`config.mk`:
```
export PLATFORM = sky130hd
export DESIGN_NAME = manchester_deframer_flat
export DESIGN_NICKNAME = d
export VERILOG_FILES = /design/src/rtl/manchester_deframer_if.sv /design/src/rtl/manchester_deframer.sv /design/src/flat_wrapper.sv
export SDC_FILE = /design/constraint.sdc
export NUM_CORES = 1
export LEC_CHECK = 0
export BUFFER_PORTS_ARGS = -buffer_cell sky130_fd_sc_hd__buf_2
export CORE_MARGIN = 5
export CORE_UTILIZATION = 60
export CTS_BUF_LIST = sky130_fd_sc_hd__clkbuf_4 sky130_fd_sc_hd__clkbuf_8
export CTS_CLUSTER_DIAMETER = 120
export CTS_CLUSTER_SIZE = 30
export DETAILED_ROUTE_END_ITERATION = 8
export HOLD_SLACK_MARGIN = 0.15
export PLACE_DENSITY = 0.78
export SLEW_MARGIN = 20
export SYNTH_ARGS = -nofsm -noshare
export SYNTH_HDL_FRONTEND = slang
export SYNTH_SLANG_ARGS = --single-unit
```
`constraint.sdc`:
```
create_clock -name aclk -period 2.75 [get_ports aclk]
set_clock_uncertainty 0.2 [all_clocks]
set_input_delay 0.4125 -clock aclk [delete_from_list [all_inputs] [get_ports aclk]]
set_output_delay 0.4125 -clock aclk [all_outputs]
set_load 0.1 [all_outputs]
```
`src/rtl/manchester_deframer_if.sv`:
```
// Bit-stream input, AXI-Stream byte output and status pulses of the Manchester deframer.
// slave = deframer side, master = line source / byte sink side.
interface manchester_deframer_if;
    logic       s_axis_tdata;
    logic       s_axis_tvalid;
    logic       s_axis_tready;
    logic       s_axis_tlast;
    logic [7:0] m_axis_tdata;
    logic       m_axis_tvalid;
    logic       m_axis_tready;
    logic       m_axis_tlast;
    logic       frame_active;
    logic       sync_err;
    logic       overflow_err;
    logic       trunc_err;

    modport slave (
        input  s_axis_tdata, s_axis_tvalid, s_axis_tlast, m_axis_tready,
        output s_axis_tready, m_axis_tdata, m_axis_tvalid, m_axis_tlast,
        output frame_active, sync_err, overflow_err, trunc_err
    );

    modport master (
        output s_axis_tdata, s_axis_tvalid, s_axis_tlast, m_axis_tready,
        input  s_axis_tready, m_axis_tdata, m_axis_tvalid, m_axis_tlast,
        input  frame_active, sync_err, overflow_err, trunc_err
    );
endinterface

```
`src/rtl/manchester_deframer.sv`:
```
// Preamble hunt, D5 SFD match and MSB-first byte packing with a one-byte holdback; a byte is shown 1 cycle after its successor completes.
// The line is never stalled: if the output is still occupied when a byte must move, the newest byte is dropped and overflow_err pulses.
module manchester_deframer #(
    parameter int MIN_PREAMBLE_BITS = 16
) (
    input  logic                 aclk,
    input  logic                 areset,
    manchester_deframer_if.slave bus
);
    typedef enum logic [1:0] {HUNT, SFD, DATA, FLUSH} state_t;

    localparam logic [5:0] MinRun = 6'(MIN_PREAMBLE_BITS);

    state_t     r_state;
    logic [7:0] r_sh;
    logic [7:0] r_pend;
    logic [7:0] r_out_dat;
    logic [5:0] r_run;
    logic [2:0] r_sfd_cnt;
    logic [2:0] r_bit_cnt;
    logic       r_pend_vld;
    logic       r_out_vld;
    logic       r_out_last;
    logic       r_tready;
    logic       r_sync_err;
    logic       r_ovf_err;
    logic       r_trunc_err;

    logic       w_take;
    logic       w_bit;
    logic       w_last;
    logic       w_out_free;
    logic       w_byte_done;
    logic [7:0] w_sh_nxt;

    assign w_take      = bus.s_axis_tvalid;
    assign w_bit       = bus.s_axis_tdata;
    assign w_last      = bus.s_axis_tlast;
    assign w_sh_nxt    = {r_sh[6:0], w_bit};
    assign w_out_free  = !r_out_vld || bus.m_axis_tready;
    assign w_byte_done = (r_bit_cnt == 3'd7);

    always_ff @(posedge aclk) begin
        if (areset) begin
            r_state     <= HUNT;
            r_sh        <= 8'h00;
            r_pend      <= 8'h00;
            r_out_dat   <= 8'h00;
            r_run       <= 6'd0;
            r_sfd_cnt   <= 3'd0;
            r_bit_cnt   <= 3'd0;
            r_pend_vld  <= 1'b0;
            r_out_vld   <= 1'b0;
            r_out_last  <= 1'b0;
            r_tready    <= 1'b0;
            r_sync_err  <= 1'b0;
            r_ovf_err   <= 1'b0;
            r_trunc_err <= 1'b0;
        end else begin
            r_tready    <= 1'b1;
            r_sync_err  <= 1'b0;
            r_ovf_err   <= 1'b0;
            r_trunc_err <= 1'b0;
            if (r_out_vld && bus.m_axis_tready) r_out_vld <= 1'b0;
            if (w_take) r_sh <= w_sh_nxt;

            case (r_state)
                HUNT: begin
                    if (w_take) begin
                        if (w_last)                r_run <= 6'd0;
                        else if (w_bit != r_sh[0]) r_run <= (r_run == 6'd63) ? r_run : r_run + 6'd1;
                        else if (r_run >= MinRun) begin
                            r_state   <= SFD;
                            r_sfd_cnt <= 3'd6;
                        end else                   r_run <= 6'd1;
                    end
                end
                SFD: begin
                    if (w_take) begin
                        if (w_last) begin
                            r_state   <= HUNT;
                            r_run     <= 6'd0;
                            r_sfd_cnt <= 3'd0;
                        end else if (r_sfd_cnt == 3'd1) begin
                            r_sfd_cnt <= 3'd0;
                            if (w_sh_nxt == 8'hD5) begin
                                r_state   <= DATA;
                                r_bit_cnt <= 3'd0;
                            end else begin
                                r_sync_err <= 1'b1;
                                r_state    <= HUNT;
                                r_run      <= 6'd0;
                            end
                        end else r_sfd_cnt <= r_sfd_cnt - 3'd1;
                    end
                end
                DATA: begin
                    if (w_take) begin
                        r_bit_cnt <= r_bit_cnt + 3'd1;
                        // Holdback: the pending byte only leaves once a successor (or tlast) proves it exists.
                        if (w_byte_done) begin
                            if (!r_pend_vld) begin
                                r_pend     <= w_sh_nxt;
                                r_pend_vld <= 1'b1;
                            end else if (w_out_free) begin
                                r_out_dat  <= r_pend;
                                r_out_last <= 1'b0;
                                r_out_vld  <= 1'b1;
                                r_pend     <= w_sh_nxt;
                            end else r_ovf_err <= 1'b1;
                        end
                        if (w_last) begin
                            if (!w_byte_done) r_trunc_err <= 1'b1;
                            if (w_byte_done || r_pend_vld) r_state <= FLUSH;
                            else begin
                                r_state   <= HUNT;
                                r_run     <= 6'd0;
                                r_bit_cnt <= 3'd0;
                            end
                        end
                    end
                end
                FLUSH: begin
                    if (w_out_free) begin
                        r_out_dat  <= r_pend;
                        r_out_last <= 1'b1;
                        r_out_vld  <= 1'b1;
                        r_pend_vld <= 1'b0;
                        r_state    <= HUNT;
                        r_run      <= 6'd0;
                        r_sfd_cnt  <= 3'd0;
                        r_bit_cnt  <= 3'd0;
                    end
                end
                default: r_state <= HUNT;
            endcase
        end
    end

    assign bus.s_axis_tready = r_tready;
    assign bus.m_axis_tdata  = r_out_dat;
    assign bus.m_axis_tvalid = r_out_vld;
    assign bus.m_axis_tlast  = r_out_last;
    assign bus.frame_active  = (r_state != HUNT);
    assign bus.sync_err      = r_sync_err;
    assign bus.overflow_err  = r_ovf_err;
    assign bus.trunc_err     = r_trunc_err;
endmodule

```
`src/flat_wrapper.sv`:
```
// flat-port wrapper written by rule: the top's interface ports become plain ports
module manchester_deframer_flat 
#(
    parameter int MIN_PREAMBLE_BITS = 16
)
  (aclk, areset, bus_s_axis_tdata, bus_s_axis_tvalid, bus_s_axis_tlast, bus_m_axis_tready, bus_s_axis_tready, bus_m_axis_tdata, bus_m_axis_tvalid, bus_m_axis_tlast, bus_frame_active, bus_sync_err, bus_overflow_err, bus_trunc_err);
  manchester_deframer_if bus_i ();
  input  logic aclk;
  input  logic areset;
  input wire logic [$bits(bus_i.s_axis_tdata)-1:0] bus_s_axis_tdata;
  input wire logic [$bits(bus_i.s_axis_tvalid)-1:0] bus_s_axis_tvalid;
  input wire logic [$bits(bus_i.s_axis_tlast)-1:0] bus_s_axis_tlast;
  input wire logic [$bits(bus_i.m_axis_tready)-1:0] bus_m_axis_tready;
  output wire logic [$bits(bus_i.s_axis_tready)-1:0] bus_s_axis_tready;
  output wire logic [$bits(bus_i.m_axis_tdata)-1:0] bus_m_axis_tdata;
  output wire logic [$bits(bus_i.m_axis_tvalid)-1:0] bus_m_axis_tvalid;
  output wire logic [$bits(bus_i.m_axis_tlast)-1:0] bus_m_axis_tlast;
  output wire logic [$bits(bus_i.frame_active)-1:0] bus_frame_active;
  output wire logic [$bits(bus_i.sync_err)-1:0] bus_sync_err;
  output wire logic [$bits(bus_i.overflow_err)-1:0] bus_overflow_err;
  output wire logic [$bits(bus_i.trunc_err)-1:0] bus_trunc_err;
  assign bus_i.s_axis_tdata = bus_s_axis_tdata;
  assign bus_i.s_axis_tvalid = bus_s_axis_tvalid;
  assign bus_i.s_axis_tlast = bus_s_axis_tlast;
  assign bus_i.m_axis_tready = bus_m_axis_tready;
  assign bus_s_axis_tready = bus_i.s_axis_tready;
  assign bus_m_axis_tdata = bus_i.m_axis_tdata;
  assign bus_m_axis_tvalid = bus_i.m_axis_tvalid;
  assign bus_m_axis_tlast = bus_i.m_axis_tlast;
  assign bus_frame_active = bus_i.frame_active;
  assign bus_sync_err = bus_i.sync_err;
  assign bus_overflow_err = bus_i.overflow_err;
  assign bus_trunc_err = bus_i.trunc_err;
  manchester_deframer #(.MIN_PREAMBLE_BITS(MIN_PREAMBLE_BITS)) u_core (.aclk(aclk), .areset(areset), .bus(bus_i));
endmodule
```
After elaboration in Yosys (flattened, before gate mapping)
Index checks and enable logic that the tools add are counted.
{ "totals": {"reg_bits": 44} }
{ "classes": {"addsub": 3, "n_lt_le_gt_ge": 1, "eq_ne": 28, "mux": 70, "n_bitwise": 7, "reduce_logical": 20} }
{ "ops": {"columns": ["cell", "count"], "rows": [
  ["$mux 6", 13],
  ["$mux 8", 6],
  ["$mux 3", 15],
  ["$mux 2", 12],
  ["$pmux 6 s4", 1],
  ["$ne 2x2->1 const B", 9],
  ["$pmux 3 s3", 2],
  ["$mux 1", 16],
  ["$pmux 8 s2", 1],
  ["$ne 2x1->1 const B", 7],
  ["$reduce_and 7->1", 2],
  ["$reduce_and 4->1", 3],
  ["$reduce_and 10->1", 1],
  ["$reduce_or 5->1", 2],
  ["$reduce_and 9->1", 1],
  ["$eq 8x8->1 const B", 1],
  ["$pmux 2 s4", 1],
  ["$not 1->1", 7],
  ["$add 6x1->6 const B", 1],
  ["$eq 6x6->1 const B", 1],
  ["$ge 6x5->1 const B", 1],
  ["$pmux 1 s2", 3],
  ["$reduce_and 6->1", 1],
  ["$reduce_bool 3->1", 2],
  ["17 further kinds", 20]
]} }

Logic depth before layout (Yosys ltp)
Gate-level depths: netlist of the first run.
{ "logic_depth": {"ltp_word": 7, "ltp_mapped": 8, "ltp_nobuf": 7} }

Least setup slack after synthesis of the first run
OpenSTA, ideal clock, no wires.
{ "synth_path": {"kind": "register to register", "start": "reg u_core.r_out_vld, in the netlist u_core.bus.m_axis_tvalid", "end": "reg u_core.r_run[4]", "setup_ns": 0.091, "arrival_time_ns": 2.012, "required_ns": 2.459, "path_slack_ns": 0.447, "path_stages_with_launch": 6, "n_path_buf": 0, "synth_period_minus_slack_ns": 2.303, "path_cell_list": "dfxtp_1 nor2b_1 a22o_1 a211oi_2 and2_1 a311oi_1"} }
{ "synth_via": {"elab_chain_len": 4} }
{ "synth_rtl": {"columns": ["element", "line", "rtl"], "rows": [
  ["start: declaration", "manchester_deframer.sv:22", "logic r_out_vld;"],
  ["start signal: assignment", "manchester_deframer.sv:53", "r_out_vld <= 1'b0;"],
  ["start signal: assignment", "manchester_deframer.sv:64", "if (r_out_vld && bus.m_axis_tready) r_out_vld <= 1'b0;"],
  ["start signal: assignment", "manchester_deframer.sv:108", "r_out_vld <= 1'b1;"],
  ["$logic_not 1->1", "manchester_deframer.sv:40", "assign w_out_free = !r_out_vld || bus.m_axis_tready;"],
  ["$logic_or 1x1->1", "manchester_deframer.sv:40", null],
  ["$ne 2x1->1 (no source line)", null, null],
  ["$reduce_and 10->1 (no source line)", null, null],
  ["end signal: assignment", "manchester_deframer.sv:71", "else if (w_bit != r_sh[0]) r_run <= (r_run == 6'd63) ? r_run : r_run + 6'd1;"],
  ["end: declaration", "manchester_deframer.sv:18", "logic [5:0] r_run;"]
]} }
Every way passes these cells.
A chain may end at the register's enable or synchronous reset.

Worst setup path in the final report of the first run
{ "layout_path": {"start": "in bus_s_axis_tdata", "end": "reg u_core.r_run[5]"} }
{ "layout_via": {"elab_chain_len": 5, "elab_cells_between_ends": 10} }
{ "layout_rtl": {"columns": ["element", "line", "rtl"], "rows": [
  ["start: declaration", "flat_wrapper.sv:10", "input wire logic [$bits(bus_i.s_axis_tdata)-1:0] bus_s_axis_tdata;"],
  ["$ne 1x1->1", "manchester_deframer.sv:71", null],
  ["$mux 6", "manchester_deframer.sv:71", null],
  ["$mux 6", "manchester_deframer.sv:70", "if (w_last) r_run <= 6'd0;"],
  ["$mux 6", "manchester_deframer.sv:69", "if (w_take) begin"],
  ["$pmux 6 s4", "manchester_deframer.sv:67", "case (r_state)"]
]} }
Parallel ways exist; a longest one is shown, timed or not. The select of a mux whose other input is x is not followed.

==> impl_metrics.json, run 1 <==
{
  "hold_class": "input pin to register",
  "clockBufferDepth": 2,
  "grt_use_total_pct": 18.9,
  "rows": 21,
  "synth.area.top_cells": "dfxtp_1 43%, mux2i_1 14%, nor2_1 6.2%",
  "num_vias": 1647,
  "remaining_drc_errors": 0,
  "fin_tns_setup_ns": 0,
  "cp_data_required_time_ns": 2.83,
  "wl_per_cell_um": 13.4,
  "avgSynthCellArea_um2": 9.11,
  "yosysWarnings": 0,
  "rsz0062_at_grt": "false",
  "drt-vias-per-instance": 5.64,
  "stdcell_area_mm2": 0.00226,
  "fmax_ghz": 0.388,
  "critical_path_class": "input pin to register",
  "leakage_nw": 1.01,
  "drv_slew": 0,
  "min_period_over_period_pct": 93.8,
  "root_buffer": "clkbuf_4",
  "max_cap_viol_count": 0,
  "dpl_worst_slack_ns": 0.361,
  "cts_tree": "done",
  "place_congestion": 0.845,
  "fillers": 275,
  "grt_pass1_vias": 1491,
  "antenna_found_initial": 0,
  "ir_worst_vdd_mv": 0.255,
  "utilization_pct": 67.7,
  "nets": 257,
  "dp_cells": 283,
  "grt_max_degree": 24,
  "synth_top_flop_cell": "dfxtp_1",
  "num_io_pins": 21,
  "die_x_um": 68.7,
  "synth_top_area_share_pct": 42.6,
  "synthCells": 227,
  "dr.first_iter.drc_count": 105,
  "cp-end-kind": "register",
  "synth_edf_count": 0,
  "worst_slew_pin_slew_ns": 0.664,
  "antenna_cells": 0,
  "wirelength_um": 3910,
  "yosys.cell_types.count": 45,
  "die_area_mm2": 0.00472,
  "cts_hold_buf": 1,
  "cts.clk_slew.worst_paths_ns": 0.13,
  "insertion_delay_ns": 0.36,
  "setup_viol": 0,
  "drt_pass1_iterations": 4,
  "ys_seq_area_share_pct": 42.6,
  "io_buffers": 20,
  "grt_pass1_wl_um": 6650,
  "postRouteAntennaNets": 0,
  "synth_top_area_cell": "dfxtp_1",
  "grt-ovfl-total": 0,
  "initial_core_util_pct": 61.9,
  "r2r_start": "u_core.r_bit_cnt[0]$_SDFFE_PP0P_",
  "min_period_ns": 2.58,
  "clock-sinks": 44,
  "fin_cells": 292,
  "ys_seq_elements": 44,
  "die-height_um": 68.7,
  "critPathMaxFanout": 6,
  "dp_hpwl_um": 2880,
  "setup.worst_path.start": "bus_s_axis_tdata",
  "cts_setup_buffers": 0,
  "setup_slack_ns": 0.172,
  "layout-drive-gt1-share_pct": 14.2,
  "numCtsBuffers": 5,
  "slew-limit-headroom_pct": 55.7,
  "status": "completed",
  "synth_fp_nets": 239,
  "crit_arrival_ns": 2.65,
  "async_flop_share_pct": 0,
  "cts_resized": 0,
  "powerDensity_mw_per_mm2": 462,
  "dpl_cell_area_mm2": 0.00218,
  "core_mm2": 0.00334,
  "area_growth_pct": 9.26,
  "min_from": "bus_s_axis_tlast",
  "syn_area_mm2": 0.00207,
  "htree_levels": 2,
  "start_kind": "input pin",
  "hold_viol": 0
}
-- path summary, 6_finish.rpt --
check	endpoint	slack, ns	cells after the start
setup / recovery	u_core.r_run[5]$_SDFFE_PP0P_	0.17	8
hold reg to reg	u_core.bus.m_axis_tlast$_SDFFE_PP0P_	0.26	2
setup reg to reg	u_core.r_run[5]$_SDFFE_PP0P_	0.42	7
hold / removal	u_core.bus.trunc_err$_SDFF_PP0_	0.18	3
-- Yosys cell counts, drive strengths merged, types with 2 or more instances --
cell type	count
or2b	2
or2	5
nor3	3
nor4	2
clkbuf	6
and2	2
o211ai	2
a41oi	2
mux2i	28
a211oi	4
and3	2
nand2	13
nor2b	3
nand2b	8
nor2	34
buf	6
a311oi	4
o21ai	6
dfxtp	44
ha	6
nand3	8
o41ai	2
a21oi	13
inv	8
-- critical path, stage by stage --
cell and delay (ns):
dlygate4sd3_1 0.54, buf_2 0.14, ha_1 0.34, nor4_4 0.28, o211ai_1 0.18, a211oi_2 0.34
a41oi_1 0.16, a311oi_1 0.26
-- through the flow --
| stage | power (mW) | hold slack [ns] |
|---|---|---|
| finish | 1.04 | 0.175 |
| global route | 1.09 | 0.184 |
| detailed placement | 0.718 | 0.252 |
| floorplan | 0.703 | 0.260 |
| global placement | 0.717 | 0.243 |
| CTS | 1.05 | 0.163 |
-- cells by family after synthesis --
group	share of synthesized area (%)
DFF	42.6
muxes	13.6
AOI/OAI and AO/OA	13.9
and+or+nand+nor	22.0
adders and majority gates	3.63
buffers and inverters	4.24
-- state kept, by name (all words and copies together), names as in the netlist --
register,cells
u_core.bus.m_axis_tdata,8
u_core.bus.m_axis_tlast,1
u_core.bus.m_axis_tvalid,1
u_core.bus.overflow_err,1
u_core.bus.s_axis_tready,1
u_core.bus.sync_err,1
u_core.bus.trunc_err,1
u_core.r_bit_cnt,3
u_core.r_pend,8
u_core.r_pend_vld,1
u_core.r_run,6
u_core.r_sfd_cnt,3
u_core.r_sh,7
u_core.r_state,2
-- cell type report --
cell class	instances	area (um2)	area share, %
Sequential cell	44	881	39.0
Clock inverter	2	15.0	0.665
Clock buffer	6	51.3	2.27
Timing Repair Buffer	23	125	5.54
Inverter	8	30.0	1.33
Multi-Input combinational cell	163	1100	48.6
Tap cell	46	57.6	2.55
-- report_power, final --
group	switching (mW)	internal, mW
Sequential	0.00355	0.641
Clock	0.215	0.124
Combinational	0.0395	0.0206
-- cells in the final DEF (no fill, tap or decap), types with 2 or more instances in the layout --
master | synthesis | layout
o21ai_0 | 4 | 4
and2_1 | 2 | 2
clkbuf_4 | 0 | 5
a211oi_2 | 2 | 2
buf_4 | 0 | 2
a21oi_1 | 13 | 13
a311oi_1 | 4 | 4
nor3_1 | 3 | 3
o21ai_1 | 2 | 2
and3_1 | 2 | 2
nand3_1 | 8 | 8
nand2_1 | 13 | 13
nand2b_1 | 8 | 8
a211oi_1 | 2 | 2
buf_2 | 4 | 20
a41oi_1 | 2 | 2
nor2b_1 | 3 | 3
clkinvlp_4 | 0 | 2
dfxtp_1 | 44 | 44
o211ai_1 | 2 | 2
inv_1 | 7 | 7
ha_1 | 6 | 6
mux2i_1 | 28 | 28
or2b_1 | 2 | 2
or2_1 | 5 | 5
nor2_1 | 34 | 34
-- layer usage --
| layer | GRT usage, % | routed length, um |
|---|---|---|
| met5 | 0 | 0 |
| met3 | 4.21 | 146 |
| met1 | 23.5 | 1840 |
| met4 | 8.27 | 69 |
| met2 | 31.2 | 1850 |
Power figures use the tool's default switching activity.
==> inputs of run 2 (changes only) <==
--- a/config.mk
+++ b/config.mk
@@ -6,6 +6,7 @@
 export NUM_CORES = 1
 export LEC_CHECK = 0
 export BUFFER_PORTS_ARGS = -buffer_cell sky130_fd_sc_hd__buf_2
+export CORE_ASPECT_RATIO = 0.8
 export CORE_MARGIN = 5
 export CORE_UTILIZATION = 60
 export CTS_BUF_LIST = sky130_fd_sc_hd__clkbuf_4 sky130_fd_sc_hd__clkbuf_8
@@ -13,7 +14,7 @@
 export CTS_CLUSTER_SIZE = 30
 export DETAILED_ROUTE_END_ITERATION = 8
 export HOLD_SLACK_MARGIN = 0.15
-export PLACE_DENSITY = 0.78
+export PLACE_DENSITY = 0.9
 export SLEW_MARGIN = 20
 export SYNTH_ARGS = -nofsm -noshare
 export SYNTH_HDL_FRONTEND = slang
==> impl_metrics.json, run 2 (same netlist as run 1, synthesis figures left out) <==
{
  "grt-ovfl-total": 0,
  "nets": 255,
  "r2r_start": "u_core.r_state[1]$_SDFFE_PP0P_",
  "use_met3_pct": 4.82,
  "grt_use_total_pct": 19.3,
  "core_mm2": 0.00338,
  "place_congestion": 0.870,
  "crit_path_cell_trace": "nor2b_1, nand3_1, nand2b_1, mux2i_1, nor2_1",
  "dp_cells": 278,
  "grt_max_degree": 42,
  "numCtsBuffers": 5,
  "io_buffers": 20,
  "final_cell_mix": "44 x dfxtp_1, 34 x nor2_1, 28 x mux2i_1",
  "whs_path_depth": 3,
  "wl_per_cell_um": 14.6,
  "cts_hold_buf": 0,
  "wirelength_um": 4170,
  "hold_ws_ns": 0.204,
  "drt-vias-per-instance": 5.87,
  "htree_levels": 2,
  "reg2reg_setup_slack_ns": 0.37,
  "ir_worst_vdd_mv": 0.435,
  "drt_pass1_iterations": 5,
  "cts.clk_slew.worst_paths_ns": 0.08,
  "postRouteAntennaNets": 0,
  "area_growth_pct": 11.1,
  "fmax_ghz": 0.421,
  "num_io_pins": 21,
  "dp_hpwl_um": 2790,
  "min_period_over_period_pct": 86.4,
  "num_vias": 1680,
  "r2r_cells": 5,
  "grt_use_met2_pct": 27.2,
  "start_kind": "register",
  "r2r-end": "u_core.r_pend[5]$_SDFFE_PP0P_",
  "remaining_drc_errors": 0,
  "critical_path_class": "register to register",
  "dr.first_iter.drc_count": 160,
  "die_area_mm2": 0.00473,
  "layout-drive-gt1-share_pct": 13.9,
  "hold_viol": 0,
  "mostFrequentLayoutCell": "dfxtp_1",
  "insertion_delay_ns": 0.30,
  "slew-limit-headroom_pct": 52.6,
  "antenna_cells": 0,
  "rows": 19,
  "rsz0062_at_grt": "false",
  "clock-sinks": 44,
  "cp-end-kind": "register",
  "critPathMaxFanout": 20,
  "grt_pass1_wl_um": 7080,
  "initial_core_util_pct": 61.2,
  "cp_slowest_cell": "dfxtp_1",
  "max_cap_viol_count": 0,
  "setup_viol": 0,
  "leakage_nw": 1.04,
  "cts_tree": "done",
  "grt_pass1_vias": 1463,
  "cts_resized": 0,
  "drv_slew": 0,
  "worst_slew_pin_slew_ns": 0.711,
  "power.total_mw": 1.23,
  "crit_arrival_ns": 2.33,
  "fin_tns_setup_ns": 0,
  "cp_data_required_time_ns": 2.70,
  "clockBufferDepth": 2,
  "die_x_um": 75.6,
  "met1_usage_pct": 27.7,
  "busiest_layer": "met1",
  "antenna_found_initial": 0,
  "root_buffer": "clkbuf_8",
  "min_period_ns": 2.38,
  "status": "completed",
  "hold_class": "input pin to register",
  "die-height_um": 62.5,
  "powerDensity_mw_per_mm2": 537,
  "min_from": "bus_s_axis_tdata",
  "cts_setup_buffers": 0,
  "fin_cells": 286,
  "utilization_pct": 68.0,
  "max_stage_delay_ns": 0.77,
  "hold_end": "u_core.r_pend[0]$_SDFFE_PP0P_"
}
run 2: cell types whose count changed in the layout (fill, tap and decap cells not counted):
| cell | before | now |
|---|---|---|
| clkbuf_4 | 5 | 0 |
| buf_4 | 2 | 1 |
| dlygate4sd3_1 | 1 | 0 |
| clkinvlp_4 | 2 | 0 |
| clkbuf_8 | 1 | 7 |
| bufinv_16 | 0 | 1 |
run 2: worst max-delay path: cells and delay by family (launching register included):
kind,cells,cell delay (ns)
multiplexers,1,0.26
AND/OR/NAND/NOR,4,1.00
flip-flops,1,0.77
run 2: worst max path at each step:
| stage | from | end | cells past startpoint |
|---|---|---|---|
| global route | u_core.r_state[1]$_SDFFE_PP0P_ | u_core.r_pend[5]$_SDFFE_PP0P_ | 5 |
| CTS | u_core.r_state[1]$_SDFFE_PP0P_ | u_core.r_pend[5]$_SDFFE_PP0P_ | 5 |
| floorplan | u_core.bus.m_axis_tvalid$_SDFF_PP0_ | u_core.r_run[4]$_SDFFE_PP0P_ | 5 |
| finish | u_core.r_state[1]$_SDFFE_PP0P_ | u_core.r_pend[5]$_SDFFE_PP0P_ | 5 |
| global placement | bus_s_axis_tdata | u_core.r_bit_cnt[0]$_SDFFE_PP0P_ | 7 |
| detailed placement | bus_s_axis_tdata | u_core.r_run[5]$_SDFFE_PP0P_ | 7 |
run 2: layer usage:
metal / vias to the layer above / share of wire (%)
met1: 774 / 46
met5: - / 0
met3: 11 / 6.4
met2: 66 / 46
met4: 0 / 2.2
li1: 829 / -
run 2: report_power, final:
part / internal (mW) / switching [mW] / total [mW]
clock network: 0.320 / 0.210 / 0.530
registers: 0.640 / 0.00362 / 0.644
logic: 0.0188 / 0.0397 / 0.0585
total: 0.979 / 0.253 / 1.23
run 2: area by class of cell:
cell class                 instances  area (um2)
tap                               42        52.6
multi-input combinational        163        1100
clock buffer                       7        96.3
fill                             260        1080
clock inverter                     1        30.0
inverter                           8        30.0
timing repair buffer              21         108
sequential                        44         881
run 2: through the flow:
stage / area, um2 / setup WS [ns]
after CTS: 2300 / 0.408
after global routing: 2300 / 0.211
after detailed placement: 2170 / 0.346
final: 2300 / 0.374
after global placement: 2170 / 0.339
after floorplan: 2070 / 0.447
